===== src/rtl/trap_sequencer_if.sv =====
// Bus between trap sources / datapath (master) and trap_sequencer (slave).
// dp_ack handshake: a level qualified only while the sequencer sits in WAIT_ACK; ignored in all other states.
interface trap_sequencer_if #(
    parameter int NREQ = 6,
    parameter int TTW  = 3
);
    logic [NREQ-1:0] trap_req;
    logic            et;
    logic            dp_ack;
    logic [TTW-1:0]  tt;
    logic            tt_load;
    logic            psr_save;
    logic            et_clear;
    logic            pc_vector;
    logic            busy;
    logic [NREQ-1:0] pending;
    logic            error_mode;
    logic [2:0]      state_dbg;

    modport master (
        output trap_req, et, dp_ack,
        input  tt, tt_load, psr_save, et_clear, pc_vector, busy, pending, error_mode, state_dbg
    );

    modport slave (
        input  trap_req, et, dp_ack,
        output tt, tt_load, psr_save, et_clear, pc_vector, busy, pending, error_mode, state_dbg
    );
endinterface


===== src/rtl/trap_sequencer.sv =====
// SPARC trap entry sequencer: sticky pending requests, priority encode, TBR/PSR/PC strobe sequence.
// Optional macro TRAP_SEQ_ERROR_MODE_EN: a trap pending with ET=0 halts the processor in ERROR.
module trap_sequencer #(
    parameter int NREQ = 6,
    parameter int TTW  = 3
) (
    input  logic             clk,
    input  logic             reset,
    trap_sequencer_if.slave  bus
);

    typedef enum logic [2:0] {
        IDLE     = 3'd0,
        SAVE     = 3'd1,
        VECTOR   = 3'd2,
`ifdef TRAP_SEQ_ERROR_MODE_EN
        WAIT_ACK = 3'd3,
        ERROR    = 3'd4
`else
        WAIT_ACK = 3'd3
`endif
    } state_t;

    state_t          state_q;
    logic [NREQ-1:0] pending_q, pending_d;
    logic [TTW-1:0]  tt_q;
    logic            tt_load_q, psr_save_q, et_clear_q, pc_vector_q, busy_q;
    logic [NREQ-1:0] low_bit, clr_mask;
    logic [TTW-1:0]  enc;
    logic            take;
`ifdef TRAP_SEQ_ERROR_MODE_EN
    logic            err_q;
`endif

    always_comb begin
        enc = '0;
        for (int i = NREQ - 1; i >= 0; i--) begin
            if (pending_q[i]) enc = TTW'(i);
        end
        // Two's-complement trick isolates the lowest set bit as the one-hot clear mask.
        low_bit   = pending_q & (~pending_q + NREQ'(1));
        take      = (state_q == IDLE) && (|pending_q) && bus.et;
        clr_mask  = take ? low_bit : '0;
        pending_d = (pending_q & ~clr_mask) | bus.trap_req;
    end

    always_ff @(posedge clk or posedge reset) begin
        if (reset) begin
            state_q     <= IDLE;
            pending_q   <= '0;
            tt_q        <= '0;
            tt_load_q   <= 1'b0;
            psr_save_q  <= 1'b0;
            et_clear_q  <= 1'b0;
            pc_vector_q <= 1'b0;
            busy_q      <= 1'b0;
`ifdef TRAP_SEQ_ERROR_MODE_EN
            err_q       <= 1'b0;
`endif
        end else begin
            pending_q   <= pending_d;
            tt_load_q   <= 1'b0;
            psr_save_q  <= 1'b0;
            et_clear_q  <= 1'b0;
            pc_vector_q <= 1'b0;
            case (state_q)
                IDLE: begin
                    if (take) begin
                        state_q    <= SAVE;
                        tt_q       <= enc;
                        tt_load_q  <= 1'b1;
                        psr_save_q <= 1'b1;
                        et_clear_q <= 1'b1;
                        busy_q     <= 1'b1;
                    end
`ifdef TRAP_SEQ_ERROR_MODE_EN
                    else if (|pending_q) begin
                        state_q <= ERROR;
                        busy_q  <= 1'b1;
                        err_q   <= 1'b1;
                    end
`endif
                end
                SAVE: begin
                    state_q     <= VECTOR;
                    pc_vector_q <= 1'b1;
                end
                VECTOR: begin
                    state_q <= WAIT_ACK;
                end
                WAIT_ACK: begin
                    if (bus.dp_ack) begin
                        state_q <= IDLE;
                        busy_q  <= 1'b0;
                    end
                end
`ifdef TRAP_SEQ_ERROR_MODE_EN
                ERROR: begin
                    state_q <= ERROR;
                end
`endif
                default: begin
                    state_q <= IDLE;
                    busy_q  <= 1'b0;
                end
            endcase
        end
    end

    assign bus.tt        = tt_q;
    assign bus.tt_load   = tt_load_q;
    assign bus.psr_save  = psr_save_q;
    assign bus.et_clear  = et_clear_q;
    assign bus.pc_vector = pc_vector_q;
    assign bus.busy      = busy_q;
    assign bus.pending   = pending_q;
    assign bus.state_dbg = state_q;
`ifdef TRAP_SEQ_ERROR_MODE_EN
    assign bus.error_mode = err_q;
`else
    assign bus.error_mode = 1'b0;
`endif

endmodule


===== src/flat_wrapper.sv =====
// flat-port wrapper written by rule: the top's interface ports become plain ports
module trap_sequencer_flat 
#(
    parameter int NREQ = 6,
    parameter int TTW  = 3
)
  (clk, reset, bus_trap_req, bus_et, bus_dp_ack, bus_tt, bus_tt_load, bus_psr_save, bus_et_clear, bus_pc_vector, bus_busy, bus_pending, bus_error_mode, bus_state_dbg);
  trap_sequencer_if #(.NREQ(NREQ), .TTW(TTW)) bus_i ();
  input  logic clk;
  input  logic reset;
  input wire logic [$bits(bus_i.trap_req)-1:0] bus_trap_req;
  input wire logic [$bits(bus_i.et)-1:0] bus_et;
  input wire logic [$bits(bus_i.dp_ack)-1:0] bus_dp_ack;
  output wire logic [$bits(bus_i.tt)-1:0] bus_tt;
  output wire logic [$bits(bus_i.tt_load)-1:0] bus_tt_load;
  output wire logic [$bits(bus_i.psr_save)-1:0] bus_psr_save;
  output wire logic [$bits(bus_i.et_clear)-1:0] bus_et_clear;
  output wire logic [$bits(bus_i.pc_vector)-1:0] bus_pc_vector;
  output wire logic [$bits(bus_i.busy)-1:0] bus_busy;
  output wire logic [$bits(bus_i.pending)-1:0] bus_pending;
  output wire logic [$bits(bus_i.error_mode)-1:0] bus_error_mode;
  output wire logic [$bits(bus_i.state_dbg)-1:0] bus_state_dbg;
  assign bus_i.trap_req = bus_trap_req;
  assign bus_i.et = bus_et;
  assign bus_i.dp_ack = bus_dp_ack;
  assign bus_tt = bus_i.tt;
  assign bus_tt_load = bus_i.tt_load;
  assign bus_psr_save = bus_i.psr_save;
  assign bus_et_clear = bus_i.et_clear;
  assign bus_pc_vector = bus_i.pc_vector;
  assign bus_busy = bus_i.busy;
  assign bus_pending = bus_i.pending;
  assign bus_error_mode = bus_i.error_mode;
  assign bus_state_dbg = bus_i.state_dbg;
  trap_sequencer #(.NREQ(NREQ), .TTW(TTW)) u_core (.clk(clk), .reset(reset), .bus(bus_i));
endmodule

===== config.mk =====
export PLATFORM = sky130hd
export DESIGN_NAME = trap_sequencer_flat
export DESIGN_NICKNAME = d
export VERILOG_FILES = /design/src/rtl/trap_sequencer_if.sv /design/src/rtl/trap_sequencer.sv /design/src/flat_wrapper.sv
export SDC_FILE = /design/constraint.sdc
export NUM_CORES = 1
export LEC_CHECK = 0
export ABC_CLOCK_PERIOD_IN_PS = 3200
export CAP_MARGIN = 5
export CORE_MARGIN = 1.5
export CORE_UTILIZATION = 35
export CTS_CLUSTER_SIZE = 10
export DETAILED_ROUTE_END_ITERATION = 10
export HOLD_SLACK_MARGIN = 0.05
export PLACE_DENSITY = 0.67
export SETUP_SLACK_MARGIN = 0.05
export SYNTH_ARGS = -nofsm -noshare
export SYNTH_HDL_FRONTEND = slang
export SYNTH_SLANG_ARGS = --single-unit

===== constraint.sdc =====
create_clock -name clk -period 3.2 [get_ports clk]
set_input_delay 0.64 -clock clk [delete_from_list [all_inputs] [get_ports clk]]
set_output_delay 0.64 -clock clk [all_outputs]
set_load 0.01 [all_outputs]

==> flow_summary.ini <==
[min_path]
hold_end = u_core.bus.busy
hold_depth = 1
hold_path.class = register to register
min-delay-start = u_core.bus.busy

[timing]
fmax_mhz = 488.5
slew_violations = 0
final.setup_skew_ns = 0.003327
min_period_over_period_pct = 63.97
tns_ns = 0
slew_headroom_pct = 65.50
setup_ws_ns = 1.153
report.final.hold_viol_count = 0
min_period_ns = 2.047
tightest_slew_ns = 0.5170
rsz0062_at_grt = false
final-setup-viol-count = 0

[worst_setup_path]
crit_buf_inv = 1
cp-start-kind = register
cp.arrival_ns = 1.41
cp.required_ns = 2.56
path_delay_family = buffers and inverters
timing.rr.start = u_core.bus.state_dbg[0]
reg2reg_depth = 5
cp_max_fo = 8
critPathMaxStageDelay_ns = 0.60
critPathKind = register to primary output
slowest_stage = clkdlybuf4s50_1
worstPathCellList = clkdlybuf4s50_1
reg2reg_slack_ns = 1.44
crit_path_end_kind = primary output
regToRegEndpoint = u_core.bus.state_dbg[1]

[clocking]
numCtsBuffers = 3
post-cts-setup-buffers = 0
clk_latency_ns = 0.28
h-tree-depth = 1
clockRootBuffer = clkbuf_4
cts-resized-gates = 0
cts_tree = built
cts_hold_buf = 0
cts_sinks = 14
clockBufferDepth = 2
clk_pin_slew_worst_paths_ns = 0.09

[synth]
yosysMostFrequentCell = dfrtp_1
yosys.area.top_type_share_pct = 50.72
yosysTopAreaCell = dfrtp_1
syn_inst = 59
yosys-top-cells-count = 14 x dfrtp_1, 5 x inv_1, 4 x buf_4, 4 x ha_1, 4 x nand2b_1
synth_flop_cell = dfrtp_1
yosysSeqAreaShare_pct = 50.72
ys_warn_count = 0
synth.top_cells.by_area = dfrtp_1 51%, ha_1 7.2%, mux2_2 4.9%
netlist_area_um2 = 690.7
syn_avg_cell_area_um2 = 11.71
ys_seq_elements = 14
async_flop_share_pct = 100.0
ys_types = 25
synth_edf_count = 0

[placed_design]
place_ws_ns = 1.067
routabilityCongestion = 0.7529
dp_cells = 106
place_area_um2 = 945.9
numPortBuffers = 25

[final_layout]
seq_area_um2 = 350.3
layout-drive-gt1-share_pct = 11.76
fin_area_um2 = 982.2
areaGrowthSynthToFinish_pct = 42.21
stdcell_count = 110
multi_input_area_um2 = 295.3
nNetsFinal = 100
diodes = 0
n_fill_cell = 150

[detailed_routing]
drc = 0
wl_per_cell_um = 11.94
via_count = 516
drt-initial-drc-count = 10
drt.antenna.violating_nets = 0
wl_um = 1313
dr.pass1.iters = 4
via_per_inst = 4.691

[grt]
grt_first_pass_wirelength_um = 1876
grt_overflow = 0
grt_max_degree = 15
grt_usage_pct = 12.84
grt_pass1_vias = 443
antenna_found_initial = 0

[floorplan]
die_area_um2 = 2249
core_um2 = 1783
num_rows = 15
chipWidth_um = 47.42
num_io_pins = 28
start_util_pct = 38.74
die-height_um = 47.42

[power_and_ir_drop]
power.density_nw_per_um2 = 678.8
ir_worst_vdd_mv = 0.2701
p_leak_nw = 0.4138
total_power_mw = 0.6667

[run_status]
status = completed

[job]
maxCapViolCount = 0
-- metal layers --
layer,track usage (%),wire (um),up-vias
met5,0,0,-
li1,-,-,255
met2,18.65,585,21
met1,16.11,622,236
met4,10.00,36,0
met3,3.396,68,4
-- cells in the final DEF, fill, tap and decap left out, types with 2 or more instances in the layout --
cell type / n
a21o_1: 3
clkbuf_4: 3
clkdlybuf4s50_1: 25
conb_1: 2
dfrtp_1: 14
ha_1: 4
inv_1: 5
mux2_2: 3
nand2b_1: 4
nor2_1: 3
nor2b_1: 2
o32a_1: 2
-- stage by stage --
step / hold WS [ns] / utilization, %
floorplan: 0.5292 / -
global placement: 0.4944 / 53.05
detailed placement: 0.4940 / 53.05
CTS: 0.5143 / 55.09
global route: 0.5287 / 55.09
finish: 0.5060 / 55.09
-- worst max path at each step --
| stage | from | endpoint | slack [ns] | cells past startpoint |
|---|---|---|---|---|
| 5_1_grt | u_core.bus.pending[0] | bus_pending[0] | 1.12 | 1 |
| 3_3_place_gp | bus_et | u_core.bus.tt[1] | 1.12 | 4 |
| 2_1_floorplan | u_core.bus.state_dbg[0] | u_core.bus.state_dbg[1] | 1.57 | 5 |
| 4_1_cts | u_core.bus.pending[0] | bus_pending[0] | 1.16 | 1 |
| 6_report | u_core.bus.pending[0] | bus_pending[0] | 1.15 | 1 |
| 3_5_place_dp | bus_et | u_core.bus.tt[1] | 1.07 | 4 |
-- cell type report --
type	instances	area share (%)
repair buffers	25	25.48
well taps	25	3.185
inverters	5	1.911
multi-input cells	37	30.06
clock buffers	4	3.694
flip-flops and latches	14	35.67
-- sequential cells by signal (all words and copies together), names as in the netlist --
register and count:
u_core.bus.busy 1, u_core.bus.pc_vector 1, u_core.bus.pending 6, u_core.bus.state_dbg 2
u_core.bus.tt 3, u_core.bus.tt_load 1
-- cells by family (layout without fill, tap and decap cells) --
group                    count (synthesis)  after routing  synth area share, %
multiplexers                             3              3                4.891
flip-flops                              14             14                50.73
AO/OA/AOI/OAI                           13             13                14.86
buffers and inverters                    9             34                7.066
other                                    1              2               0.5430
adder cells (fa/ha/maj)                  4              4                7.247
AND/OR/NAND/NOR                         15             15                14.67
-- power breakdown --
part	internal [mW]	switching, mW
Sequential	0.221	0.0396
Combinational	0.165	0.113
Clock	0.0693	0.0589
Note: power is estimated with default switching activity, not from simulation.
==> variant: new RTL, same flow settings <==
Take the reset off `pending_q` and load it in a clocked block of its own.
--- a/src/rtl/trap_sequencer.sv
+++ b/src/rtl/trap_sequencer.sv
@@ -47,7 +47,6 @@
     always_ff @(posedge clk or posedge reset) begin
         if (reset) begin
             state_q     <= IDLE;
-            pending_q   <= '0;
             tt_q        <= '0;
             tt_load_q   <= 1'b0;
             psr_save_q  <= 1'b0;
@@ -58,7 +57,6 @@
             err_q       <= 1'b0;
 `endif
         end else begin
-            pending_q   <= pending_d;
             tt_load_q   <= 1'b0;
             psr_save_q  <= 1'b0;
             et_clear_q  <= 1'b0;
@@ -107,6 +105,10 @@
         end
     end
 
+    always_ff @(posedge clk) begin
+        pending_q <= pending_d;
+    end
+
     assign bus.tt        = tt_q;
     assign bus.tt_load   = tt_load_q;
     assign bus.psr_save  = psr_save_q;
Check against the original RTL: not equivalent (Yosys sat finds a counterexample within 4 cycles, from zero or initial values and one cycle with reset high).
==> variant against the unedited design <==
- worst hold slack got worse by 4.1 ps
- non-clock buffer count stayed put
- critical path type unchanged
- sequential cell count is the same
- clock skew increased by 2.3 ps
- area after synthesis shrank 4.3%
- clock power fell by 24%
- wire length decreased by 5.5%
- first-iteration DRC count unchanged
- setup slack better by 5.8 ps
- power decreased by 5.3%
- sequential power hardly changed
- design area shrank 4.5%
==> variant: results (changes against the unedited design) <==
detailed_routing:
  routed_via_density: 4.72  # +0.53%
  drt-pass1-iter-count: 3  # -1
  num_vias: 514  # -0.39%
  routedWlPerCell_um: 11.4  # -4.6%
synth:
  yosysSeqAreaShare_pct: 48.5  # -2.2 points
  synth_commonest_cells: "dfrtp_1 (8), dfxtp_1 (6), inv_1 (5)"
  async_flop_share_pct: 57.1  # -43 points
  yosys.area_share.adder_pct: 7.58  # +0.33 points
  synth.distinct_cells: 26  # +4.0%
  synth_area_leaders: "dfrtp_1 (30%), dfxtp_1 (18%), ha_1 (7.6%)"
  synth-compound-area-share_pct: 15.5  # +0.68 points
  muxShareOfSynthArea_pct: 5.11  # +0.22 points
  synth.top_cell.area_share_pct: 30.3  # -20 points
power:
  p_int_mw: 0.428  # -5.9%
  p_leak_nw: 0.402  # -2.8%
  max-vdd-ir-drop_v: 0.000382  # +41%
global_routing:
  grt_pass1_wl_mm: 2.10  # +12%
  grt_pass1_vias: 486  # +9.7%
  grt_start_max_net_pins: 9  # -6
  grt_usage_pct: 14.9  # +2.1 points
sta:
  fin_hold_ws_ps: 502  # -4.14 ps
  fin_skew_ps: 5.61  # +2.29 ps
  period_share_pct: 63.8  # -0.18 points
place:
  dp_hpwl_um: 952
  place_congestion: 0.712  # -5.4%
  dp_worst_setup_slack_ps: 1060  # -5.50 ps
  post_dp_cell_area_um2: 916  # -3.2%
hold_path:
  hold_end: "u_core.bus.tt[2]"
  hold_class: "reg2reg"
  holdCritStartpoint: "u_core.bus.tt[2]"
cells_and_area:
  diodes: 0  # unchanged
  drive_above_1_share_pct: 10.7  # -1.1 points
  nFillCells: 163  # +8.7%
critical_path:
  startpoint: "u_core.bus.pending[0]"
  crit_path_end: "bus_pending[0]"
  critPathMaxFanout: 8  # unchanged
  slowest_stage: "clkdlybuf4s50_1"
  rr_endpoint: "u_core.bus.state_dbg[1]"
clock_network:
  htreeDepth: 1  # unchanged
  cts_inserted_buffers: 3  # unchanged
  path_clk_slew_ps: 70  # -20 ps
outcome:
  status: "completed"
==> variant: cell types whose count changed in the layout (fill, tap and decap cells not counted) <==
| cell | change |
|---|---|
| dfxtp_1 | +6 |
| dfrtp_1 | -6 |
| clkbuf_8 | -1 |
==> variant: power groups by stage <==
stage	clock network (mW)	registers, mW	logic (mW)
3_3_place_gp	0	0.261	0.275
6_report	0.0979	0.259	0.275
3_5_place_dp	0	0.264	0.278
2_1_floorplan	0	0.279	0.138
5_1_grt	0.113	0.267	0.308
4_1_cts	0.101	0.260	0.279
==> variant: final cells by class <==
class	instances	area [um^2]	share of cell area, %
clock buffer	3	22.5	2.40
inverter	5	18.8	2.00
timing repair buffer	25	250	26.7
multi-input combinational	37	295	31.5
sequential	14	320	34.1
tap	25	31.3	3.33
==> variant: per-layer routing <==
layer	routed length, um	up-vias	track usage, %
li1	-	257	-
met1	540	240	16.9
met2	592	13	21.9
met3	67	4	5.88
met4	40	0	12.0
met5	0	-	0
